--- config.mk ---
export PLATFORM = sky130hd
export DESIGN_NAME = dtcm_arbiter
export DESIGN_NICKNAME = d
export VERILOG_FILES = /design/src/rtl/dtcm_arbiter.sv
export SDC_FILE = /design/constraint.sdc
export NUM_CORES = 1
export LEC_CHECK = 0
export ABC_AREA = 1
export CORE_AREA = 2 2 101 103
export DETAILED_ROUTE_END_ITERATION = 8
export DIE_AREA = 0 0 103 105
export HOLD_SLACK_MARGIN = 0.15
export PLACE_DENSITY_LB_ADDON = 0.25
export REMOVE_ABC_BUFFERS = 1
export SKIP_CTS_REPAIR_TIMING = 1
export SYNTH_ARGS = -nofsm -noshare
export SYNTH_HDL_FRONTEND = slang
export SYNTH_SLANG_ARGS = --single-unit
--- constraint.sdc ---
create_clock -name clk -period 2 [get_ports clk]
set_input_delay 0.3 -clock clk [delete_from_list [all_inputs] [get_ports clk]]
set_output_delay 0.3 -clock clk [all_outputs]
set_load 0.01 [all_outputs]
--- src/rtl/dtcm_arbiter.sv ---
// DTCM arbiter: shares the single-port DTCM SRAM between the core LSU and an
// external slave port. The LSU has fixed priority. A starvation counter forces
// an external grant after STARVE_LIMIT consecutive denials. External read data
// is held in a one-entry buffer while the external side back-pressures.
module dtcm_arbiter #(
  parameter int unsigned ADDR_W       = 16,
  parameter int unsigned STARVE_LIMIT = 4
) (
  input  logic              clk,
  input  logic              rst,
  // LSU port
  input  logic              lsu_req_valid,
  output logic              lsu_req_ready,
  input  logic              lsu_req_we,
  input  logic [ADDR_W-1:0] lsu_req_addr,
  input  logic [31:0]       lsu_req_wdata,
  input  logic [3:0]        lsu_req_wmask,
  output logic              lsu_rsp_valid,
  output logic [31:0]       lsu_rsp_rdata,
  // External port
  input  logic              ext_req_valid,
  output logic              ext_req_ready,
  input  logic              ext_req_we,
  input  logic [ADDR_W-1:0] ext_req_addr,
  input  logic [31:0]       ext_req_wdata,
  input  logic [3:0]        ext_req_wmask,
  output logic              ext_rsp_valid,
  input  logic              ext_rsp_ready,
  output logic [31:0]       ext_rsp_rdata,
  // SRAM
  output logic              ram_cs,
  output logic              ram_we,
  output logic [ADDR_W-3:0] ram_addr,
  output logic [31:0]       ram_wdata,
  output logic [3:0]        ram_wmask,
  input  logic [31:0]       ram_rdata
);

  localparam logic [3:0] StarveMax = 4'(STARVE_LIMIT);

  logic [3:0]  starve_q, starve_d;
  logic        lsu_inflight_q, lsu_we_q;
  logic        ext_inflight_q, ext_we_q;
  logic        buf_valid_q;
  logic [31:0] buf_data_q;

  logic        ext_ok, ext_starved, ext_win, lsu_go;
  logic [31:0] ext_rd;

  // Byte-offset bits are never used for a word-wide SRAM.
  logic unused_addr_bits;
  assign unused_addr_bits = ^{lsu_req_addr[1:0], ext_req_addr[1:0]};

  // Arbitration and ready generation; all grants are suppressed during reset.
  always_comb begin
    ext_ok        = ~buf_valid_q & ~(ext_inflight_q & ~ext_rsp_ready);
    ext_starved   = ext_req_valid & ext_ok & (starve_q == StarveMax);
    ext_win       = ~rst & ext_req_valid & ext_ok & (ext_starved | ~lsu_req_valid);
    // The idle LSU grant is offered only when external is not asking at all.
    lsu_req_ready = ~rst & (lsu_req_valid ? ~ext_starved : ~ext_req_valid);
    ext_req_ready = ext_win;
    lsu_go        = lsu_req_valid & lsu_req_ready;
  end

  // SRAM drive from whichever port won; all zero when there is no access.
  always_comb begin
    ram_cs    = 1'b0;
    ram_we    = 1'b0;
    ram_addr  = '0;
    ram_wdata = '0;
    ram_wmask = '0;
    if (lsu_go) begin
      ram_cs    = 1'b1;
      ram_we    = lsu_req_we;
      ram_addr  = lsu_req_addr[ADDR_W-1:2];
      ram_wdata = lsu_req_wdata;
      ram_wmask = lsu_req_wmask;
    end else if (ext_win) begin
      ram_cs    = 1'b1;
      ram_we    = ext_req_we;
      ram_addr  = ext_req_addr[ADDR_W-1:2];
      ram_wdata = ext_req_wdata;
      ram_wmask = ext_req_wmask;
    end
  end

  // Starvation counter next state: counts only denials the external port could have taken.
  always_comb begin
    starve_d = starve_q;
    if (!ext_req_valid || ext_win) begin
      starve_d = '0;
    end else if (ext_ok && (starve_q != StarveMax)) begin
      starve_d = starve_q + 4'd1;
    end
  end

  // Response outputs; writes return zero data.
  always_comb begin
    ext_rd        = ext_we_q ? 32'h0 : ram_rdata;
    lsu_rsp_valid = ~rst & lsu_inflight_q;
    lsu_rsp_rdata = (lsu_rsp_valid && !lsu_we_q) ? ram_rdata : 32'h0;
    ext_rsp_valid = ~rst & (buf_valid_q | ext_inflight_q);
    ext_rsp_rdata = 32'h0;
    if (!rst) begin
      if (buf_valid_q) begin
        ext_rsp_rdata = buf_data_q;
      end else if (ext_inflight_q) begin
        ext_rsp_rdata = ext_rd;
      end
    end
  end

  // In-flight ownership, starvation count and external response buffer.
  always_ff @(posedge clk) begin
    if (rst) begin
      starve_q       <= '0;
      lsu_inflight_q <= 1'b0;
      lsu_we_q       <= 1'b0;
      ext_inflight_q <= 1'b0;
      ext_we_q       <= 1'b0;
      buf_valid_q    <= 1'b0;
      buf_data_q     <= '0;
    end else begin
      starve_q       <= starve_d;
      lsu_inflight_q <= lsu_go;
      lsu_we_q       <= lsu_go & lsu_req_we;
      ext_inflight_q <= ext_win;
      ext_we_q       <= ext_win & ext_req_we;
      // ext_ok blocks new grants while the buffer is full, so capture and drain never overlap.
      if (ext_inflight_q && !ext_rsp_ready) begin
        buf_valid_q <= 1'b1;
        buf_data_q  <= ext_rd;
      end else if (buf_valid_q && ext_rsp_ready) begin
        buf_valid_q <= 1'b0;
      end
    end
  end

endmodule

==> flow_summary.ini, run 1 <==
[outcome]
outcome = finished with violations
violations = setup timing

[layout]
fillers = 820
drive_gt1_share_pct = 23.12
final_common_cell = nand2_1
mostFrequentLayoutCells = nand2_1 (148), clkdlybuf4s50_1 (138), nor2_1 (114)
n_antenna_cell = 0
nNetsFinal = 1022
area_delta_synth_final_pct = 96.13

[global_routing]
grt_pass1_wl_mm = 21.40
gr-usage-all-layers_pct = 24.48
grt.overflow.total = 0
grt_max_degree = 53
grt_antenna_before_repair = 0
grt_pass1_vias = 4626

[sta]
fin_crit_sh_pct = 107.6
hold_ws_ps = 470.5
report.final.slew_viol_count = 0
clock_skew_ps = 7.895
rsz0062_at_grt = true
worst_slew_pin_slew_ps = 539.9
slew_headroom_pct = 63.96
setup_ws_ps = -152.1
layout_min_cycle_time_ps = 2152
setup_violations = 46
fmax_mhz = 464.7
hold_viol_final = 0

[route]
ant_nets = 0
drt_wl_total_mm = 14.84
drt-initial-drc-count = 146
drc = 0
via_per_inst = 4.856
wl_per_cell_um = 14.68
vias = 4909
dr.pass1.iters = 4

[floorplan]
die_height_um = 105
die_area_um2 = 10820
start_util_pct = 36.20
core_area_um2 = 9639
dieWidth_um = 103
num_rows = 36
ios = 263

[setup_path]
path_buf_inv = 5
slowest_delay_ps = 330
worstSetupPathType = flop to output pin
slowest_stage = dfxtp_2
cp.arrival_ps = 1850
cp-end-kind = output pin
required_ps = 1700
path_cells = inv_2, ha_4, nand2_4, nor2_4, nand3_4, buf_12, buf_8, buf_4, nand4_1, nand2_1, buf_2
path_delay_family = buffers and inverters
cp-start-kind = flop
crit_fanout = 4

[placed_design]
gpl.final_weighted_congestion = 0.9109
pre_cts_ws_ps = -409.5
io_buffers = 258
dp_hpwl_mm = 10.97

[pwr]
p_leak_nw = 4.246
worst_ir_drop_vdd_v = 0.0002044
total_power_mw = 2.353
power_density_nw_per_um2 = 343.8

[cts]
worst_skew_pair.late_latency_ps = 290
clock_sinks = 41
clockBufferDepth = 2
cts.root.buffer_cell = clkbuf_8
cts_tree = yes
cts_buffers = 5
path_clk_slew_ps = 80
htreeDepth = 2

[logic_synthesis]
synth-seq-cells = 41
synth.distinct_cells = 26
synth_top_area_share_pct = 23.52
synth_area_um2 = 3490
ys_top_cells_by_area = dfxtp_1 (24%), nand2_1 (16%), nor2_1 (12%), nand2_2 (9.3%), nand4_1 (9.3%)
async_flop_share_pct = 0
ys.flop_type = dfxtp_1
synth_area_leader_cell = dfxtp_1
synth_edf_count = 0
netlist_instances = 593
synth-seq-area-share_pct = 23.52
avgSynthCellArea_um2 = 5.885
synth_warnings = 0

[hold_path]
hp-class = flop to flop

[run]
maxCapViolations = 0
## synthesized netlist by cell type (all sizes together), types with 2 or more instances
| master | count |
|---|---|
| nand3 | 5 |
| buf | 37 |
| clkbuf | 11 |
| a21oi | 42 |
| nor2 | 119 |
| o21ai | 28 |
| ha | 2 |
| dfxtp | 41 |
| inv | 50 |
| nand2 | 203 |
| nand4 | 52 |
## metal layers
metal | vias to the layer above | GRT usage, % | routed length (um)
met4 | 0 | 11.84 | 632
met1 | 2199 | 23.96 | 5049
li1 | 2444 | - | -
met5 | - | 0 | 0
met3 | 42 | 7.425 | 1274
met2 | 224 | 45.36 | 7882
## worst register-to-register path, delay by kind of cell (launching register included)
| kind | cells | cell delay (ps) |
|---|---|---|
| buf+inv | 2 | 690 |
| flops | 1 | 390 |
| simple gates | 2 | 190 |
| compound gates | 1 | 140 |
## cell families after synthesis
| group | synth area share [%] |
|---|---|
| compound gates | 10.15 |
| buf+inv | 15.49 |
| fa+ha+maj | 0.7170 |
| simple gates | 49.87 |
| xor+xnor | 0.2510 |
| flops | 23.52 |
## state kept, by name, indices dropped and copies added, names as in the netlist
register and count:
buf_data_q 32, buf_valid_q 1, ext_inflight_q 1, ext_we_q 1, lsu_inflight_q 1, lsu_we_q 1
starve_q 4
## path summary, 6_finish.rpt
check	from	end	slack, ps	cells past startpoint
worst max-delay path	starve_q[1]	ram_wdata[14]	-150	11
worst min-delay path	buf_data_q[10]	buf_data_q[10]	470	2
worst max register to register	ext_inflight_q	buf_data_q[10]	530	5
worst min register to register	buf_data_q[10]	buf_data_q[10]	470	2
## cell type report
class	instances	area, um^2	area share [%]
clock inverters	1	5.005	0.07313
well taps	133	166.4	2.431
clock buffers	7	96.34	1.408
repair buffers	324	3352	48.98
multi-input cells	454	2188	31.97
inverters	51	203.9	2.980
flip-flops and latches	41	832.0	12.16
## per-stage QoR
stage	instance area [um^2]	cells	util [%]	TNS [ps]
6_report	6844	1011	71.00	-2595
5_1_grt	6844	1011	71.00	-6813
4_1_cts	6414	981	66.54	-43870
3_5_place_dp	6312	973	65.49	-36260
3_3_place_gp	6312	973	65.49	-34180
2_1_floorplan	3153	545	-	0
## power breakdown
group | leakage [nW] | internal [mW] | switching, mW
sequential | 0.336 | 0.840 | 0.0163
clock | 0.0542 | 0.312 | 0.277
combinational | 3.86 | 0.506 | 0.402
total | 4.25 | 1.66 | 0.695
Power figures use the tool's default switching activity.
==> inputs of run 2 (changes only) <==
--- a/config.mk
+++ b/config.mk
@@ -6,13 +6,16 @@
 export NUM_CORES = 1
 export LEC_CHECK = 0
 export ABC_AREA = 1
-export CORE_AREA = 2 2 101 103
+export CORE_ASPECT_RATIO = 1.25
+export CORE_MARGIN = 5
+export CORE_UTILIZATION = 37
 export DETAILED_ROUTE_END_ITERATION = 8
-export DIE_AREA = 0 0 103 105
 export HOLD_SLACK_MARGIN = 0.15
+export MAX_ROUTING_LAYER = met4
 export PLACE_DENSITY_LB_ADDON = 0.25
 export REMOVE_ABC_BUFFERS = 1
 export SKIP_CTS_REPAIR_TIMING = 1
 export SYNTH_ARGS = -nofsm -noshare
 export SYNTH_HDL_FRONTEND = slang
 export SYNTH_SLANG_ARGS = --single-unit
+export TNS_END_PERCENT = 20
==> run 2 against run 1 <==
Compared with the run above: the flow still finishes with violations (setup timing); total power grew 15%; cell area up 0.59%; register-to-register slack worse by 20 ps; clock-buffer cell count unchanged; setup slack got worse by 53 ps; via count grew 0.92%; critical path type is now input pin to output pin; largest cell class unchanged; largest power group is now the clock network.
==> flow_summary.ini, run 2 (synthesis results as in run 1) <==
[global_routing]
grt_pass1_vias = 4869
gr-usage-all-layers_pct = 26.54
grt_pass1_wl_mm = 24.38
grt.overflow.total = 0
grt_max_degree = 45
grt_antenna_before_repair = 1

[floorplan]
dieWidth_um = 96.86
start_util_pct = 38.04
num_rows = 39
ios = 263
core_area_um2 = 9174
die_height_um = 118.6
die_area_um2 = 11490

[setup_path]
worstReg2RegStart = starve_q[1]
r2r_cells = 10
regToRegSetupSlack_ps = 510
rr_endpoint = lsu_we_q
cp-start-kind = input pin
cp-end-kind = output pin
cp.arrival_ps = 1900
required_ps = 1700
worstSetupPathType = input pin to output pin
crit_fanout = 7

[placed_design]
place_area_um2 = 6335
io_buffers = 258
gpl.final_weighted_congestion = 0.8438
dp_hpwl_mm = 12.59

[sta]
report.final.slew_viol_count = 0
hold_viol_final = 0
setup_violations = 52
layout_min_cycle_time_ps = 2205
rsz0062_at_grt = true
clock_skew_ps = 5.715
slew_headroom_pct = 62.14
worst_slew_pin_slew_ps = 567.0
fmax_mhz = 453.6
fin_crit_sh_pct = 110.2
setup_ws_ps = -204.8
fin_setup_tns_ps = -5439

[route]
drt-initial-drc-count = 231
via_per_inst = 5.019
ant_nets = 0
wl_per_cell_um = 16.73
drc = 0
drt_wl_total_mm = 16.51
vias = 4954
dr.pass1.iters = 5

[pwr]
worst_ir_drop_vdd_v = 0.0002873
power_density_nw_per_um2 = 391.9
p_leak_nw = 4.728

[cts]
clockBufferDepth = 2
cts_buffers = 5
clock_sinks = 41
worst_skew_pair.late_latency_ps = 280
cts_tree = yes
path_clk_slew_ps = 60
cts.root.buffer_cell = clkbuf_16
htreeDepth = 2

[layout]
regArea_um2 = 827.0
largest_reg_flops = 32
largest_registers = buf_data_q: 32 flops, starve_q: 4 flops
regMostFlops = buf_data_q
fillers = 733
nNetsFinal = 1007
stdcell_area_um2 = 6884
final_common_cell = nand2_1
multi_input_area_um2 = 2146
drive_gt1_share_pct = 16.22
area_delta_synth_final_pct = 97.27
mostFrequentLayoutCells = nand2_1 (148), clkdlybuf4s50_1 (139), nor2_1 (115)

[outcome]
outcome = finished with violations
violations = setup timing

[hold_path]
whs_path_depth = 2
min_to = buf_data_q[10]
hp-class = flop to flop
min_from = buf_data_q[10]

[run]
maxCapViolations = 0
-- run 2: layout make-up --
type | count | share of cell area (%)
timing repair buffer | 310 | 49.07
inverter | 51 | 2.963
sequential | 41 | 12.01
clock buffer | 7 | 2.072
clock inverter | 1 | 0.4362
tap | 123 | 2.236
multi-input combinational | 453 | 31.17
antenna | 1 | 0.03635
-- run 2: worst max path at each step --
stage	start	endpoint	slack, ps	cells after the start
2_1_floorplan	buf_valid_q	ext_rsp_rdata[30]	30	3
3_3_place_gp	ext_rsp_ready	ram_wdata[13]	-440	8
3_5_place_dp	ext_rsp_ready	ram_wdata[13]	-490	8
4_1_cts	starve_q[0]	ram_wdata[13]	-600	9
5_1_grt	ext_rsp_ready	ram_wmask[1]	-280	10
6_report	ext_rsp_ready	ram_wdata[22]	-200	10
-- run 2: worst max-delay path: stages --
cell,delay (ps)
clkdlybuf4s50_1,490
inv_2,60
a21oi_2,210
nand3_4,120
buf_6,160
buf_6,130
buf_4,130
nand4_1,60
nand2_1,60
dlymetal6s2s_1,180
-- run 2: where the power goes --
| part | switching, mW | leakage (nW) | internal, mW |
|---|---|---|---|
| sequential | 0.0149 | 0.335 | 0.842 |
| clock | 0.311 | 0.0841 | 0.623 |
| combinational | 0.406 | 4.31 | 0.501 |
-- run 2: per-stage QoR --
stage / hold slack (ps) / power (mW) / std cells / util, % / worst slack, ps
2_1_floorplan: 369.1 / 1.157 / 545 / - / 33.27
3_3_place_gp: 449.1 / 1.789 / 971 / 69.05 / -442.8
3_5_place_dp: 452.5 / 1.803 / 971 / 69.05 / -485.7
4_1_cts: 462.0 / 2.747 / 979 / 70.94 / -598.3
5_1_grt: 491.6 / 2.814 / 987 / 75.04 / -276.5
6_report: 466.5 / 2.698 / 987 / 75.04 / -204.8
-- run 2: per-layer routing --
metal / share of wire [%] / global-route usage, %
met5: 0 / -
met4: 2.3 / 8.955
met3: 8.9 / 7.896
met2: 52 / 46.07
met1: 37 / 28.84
==> inputs of run 3 (changes only) <==
--- a/config.mk
+++ b/config.mk
@@ -12,7 +12,7 @@
 export DETAILED_ROUTE_END_ITERATION = 8
 export HOLD_SLACK_MARGIN = 0.15
 export MAX_ROUTING_LAYER = met4
-export PLACE_DENSITY_LB_ADDON = 0.25
+export PLACE_DENSITY = 0.95
 export REMOVE_ABC_BUFFERS = 1
 export SKIP_CTS_REPAIR_TIMING = 1
 export SYNTH_ARGS = -nofsm -noshare
==> constraint.sdc (replaced) <==
create_clock -name clk -period 2 [get_ports clk]
set_input_delay 0.5 -clock clk [delete_from_list [all_inputs] [get_ports clk]]
set_output_delay 0.5 -clock clk [all_outputs]
set_load 0.01 [all_outputs]
==> run 3 against run 2 <==
Compared with the run above: the flow still finishes with violations (setup timing); die area is the same; sequential cell count unchanged; critical path depth stayed put; setup slack got worse by 74 ps; utilization is 1.7 points lower; non-clock buffer count increased by 29; hold slack lost 0.66 ps; combinational power is 6.3% higher; via count rose by 3.6%; clock-buffer cell count shrank 2; critical endpoint is now ram_addr[11].
==> flow_summary.ini, run 3 (synthesis results as in run 1) <==
[sta]
fin_crit_sh_pct = 114.0
report.final.slew_viol_count = 0
worst_slew_pin_slew_ps = 335.7
rsz0062_at_grt = true
setup_violations = 70
slew_headroom_pct = 77.62
clock_skew_ps = 4.312
fin_setup_tns_ps = -10940
hold_viol_final = 0
layout_min_cycle_time_ps = 2279
fmax_mhz = 438.8
setup_ws_ps = -279.2

[cts]
worst_skew_pair.late_latency_ps = 290
clockBufferDepth = 2
cts_tree = yes
htreeDepth = 2
cts.root.buffer_cell = clkbuf_16
path_clk_slew_ps = 60
cts_buffers = 5
clock_sinks = 41

[route]
ant_nets = 0
drt_wl_total_mm = 16.82
drt-initial-drc-count = 329
vias = 5130
drc = 0
via_per_inst = 5.059
dr.pass1.iters = 5
wl_per_cell_um = 16.59

[outcome]
outcome = finished with violations
violations = setup timing

[placed_design]
dp_hpwl_mm = 12.90
gpl.final_weighted_congestion = 0.9325
io_buffers = 258
place_inst = 996
place_area_um2 = 6523

[global_routing]
grt_pass1_wl_mm = 24.72
grt_pass1_vias = 4968
grt.overflow.total = 0
gr-usage-all-layers_pct = 27.05
grt_antenna_before_repair = 0
grt_max_degree = 35

[floorplan]
ios = 263
dieWidth_um = 96.86
die_height_um = 118.6
start_util_pct = 38.04
num_rows = 39
core_area_um2 = 9174
die_area_um2 = 11490

[layout]
n_antenna_cell = 0
fin_util_pct = 73.31
largest_reg_flops = 32
regMostFlops = buf_data_q
final_common_cell = nand2_1
nNetsFinal = 1036
largest_registers = buf_data_q: 32 flops, starve_q: 4 flops
area_delta_synth_final_pct = 92.72
mostFrequentLayoutCells = nand2_1 (139), clkdlybuf4s50_1 (134), nor2_1 (94)
drive_gt1_share_pct = 33.33
final_cell_count_no_fill = 1014
stdcell_area_um2 = 6725

[hold_path]
min_to = buf_data_q[19]
whs_path_depth = 2
hp-class = flop to flop
min_from = buf_data_q[19]

[run]
maxCapViolations = 0

[setup_path]
crit_fanout = 8
worstSetupPathType = flop to output pin
cp-end-kind = output pin
cp-start-kind = flop
cp.arrival_ps = 1780
required_ps = 1500
rr_endpoint = lsu_we_q
worstReg2RegStart = starve_q[1]
regToRegSetupSlack_ps = 550
r2r_cells = 9

[pwr]
power_density_nw_per_um2 = 403.8
p_leak_nw = 3.703
worst_ir_drop_vdd_v = 0.0003155
## run 3: layout make-up
| class | count | area (um^2) |
|---|---|---|
| repair buffers | 339 | 3082 |
| inverters | 51 | 203.9 |
| clock buffers | 5 | 125.1 |
| clock inverters | 2 | 35.03 |
| multi-input cells | 453 | 2297 |
| well taps | 123 | 153.9 |
| flip-flops and latches | 41 | 828.3 |
| fillers | 724 | 2449 |
## run 3: through the flow
| stage | worst slack (ps) | total power, mW | hold slack (ps) |
|---|---|---|---|
| finish | -279.2 | 2.716 | 465.9 |
| detailed placement | -953.1 | 1.851 | 457.5 |
| CTS | -961.3 | 2.747 | 466.6 |
| floorplan | -166.7 | 1.157 | 439.3 |
| global route | -379.8 | 2.831 | 488.9 |
| global placement | -910.0 | 1.829 | 452.8 |
## run 3: critical path, cell delays in order, from the launching register on
cell     delay, ps
dfxtp_2        330
inv_2           70
ha_4           150
nand2_4         50
nor2_4         130
nand3_4        180
buf_12         200
buf_6          110
nand4_1         80
nand2_1         60
buf_2          130
## run 3: worst max-delay path by stage
| stage | to | startpoint | cells after the start |
|---|---|---|---|
| 5_1_grt | ram_wdata[0] | starve_q[1] | 9 |
| 3_5_place_dp | lsu_rsp_rdata[25] | rst | 7 |
| 3_3_place_gp | ram_wdata[23] | rst | 10 |
| 4_1_cts | lsu_rsp_rdata[25] | rst | 7 |
| 2_1_floorplan | ext_rsp_rdata[30] | buf_valid_q | 3 |
| 6_report | ram_addr[11] | starve_q[1] | 10 |
## run 3: report_power, final
group | leakage [nW] | internal [mW] | switching (mW)
clock network | 0.0797 | 0.579 | 0.317
logic | 3.29 | 0.519 | 0.444
registers | 0.335 | 0.842 | 0.0142
## run 3: metal layers
| layer | vias to the layer above | share of wire (%) | GRT usage [%] |
|---|---|---|---|
| li1 | 2467 | - | - |
| met1 | 2318 | 38 | 28.97 |
| met2 | 285 | 49 | 45.34 |
| met3 | 60 | 8.3 | 6.953 |
| met4 | 0 | 4.9 | 15.10 |
| met5 | - | 0 | - |
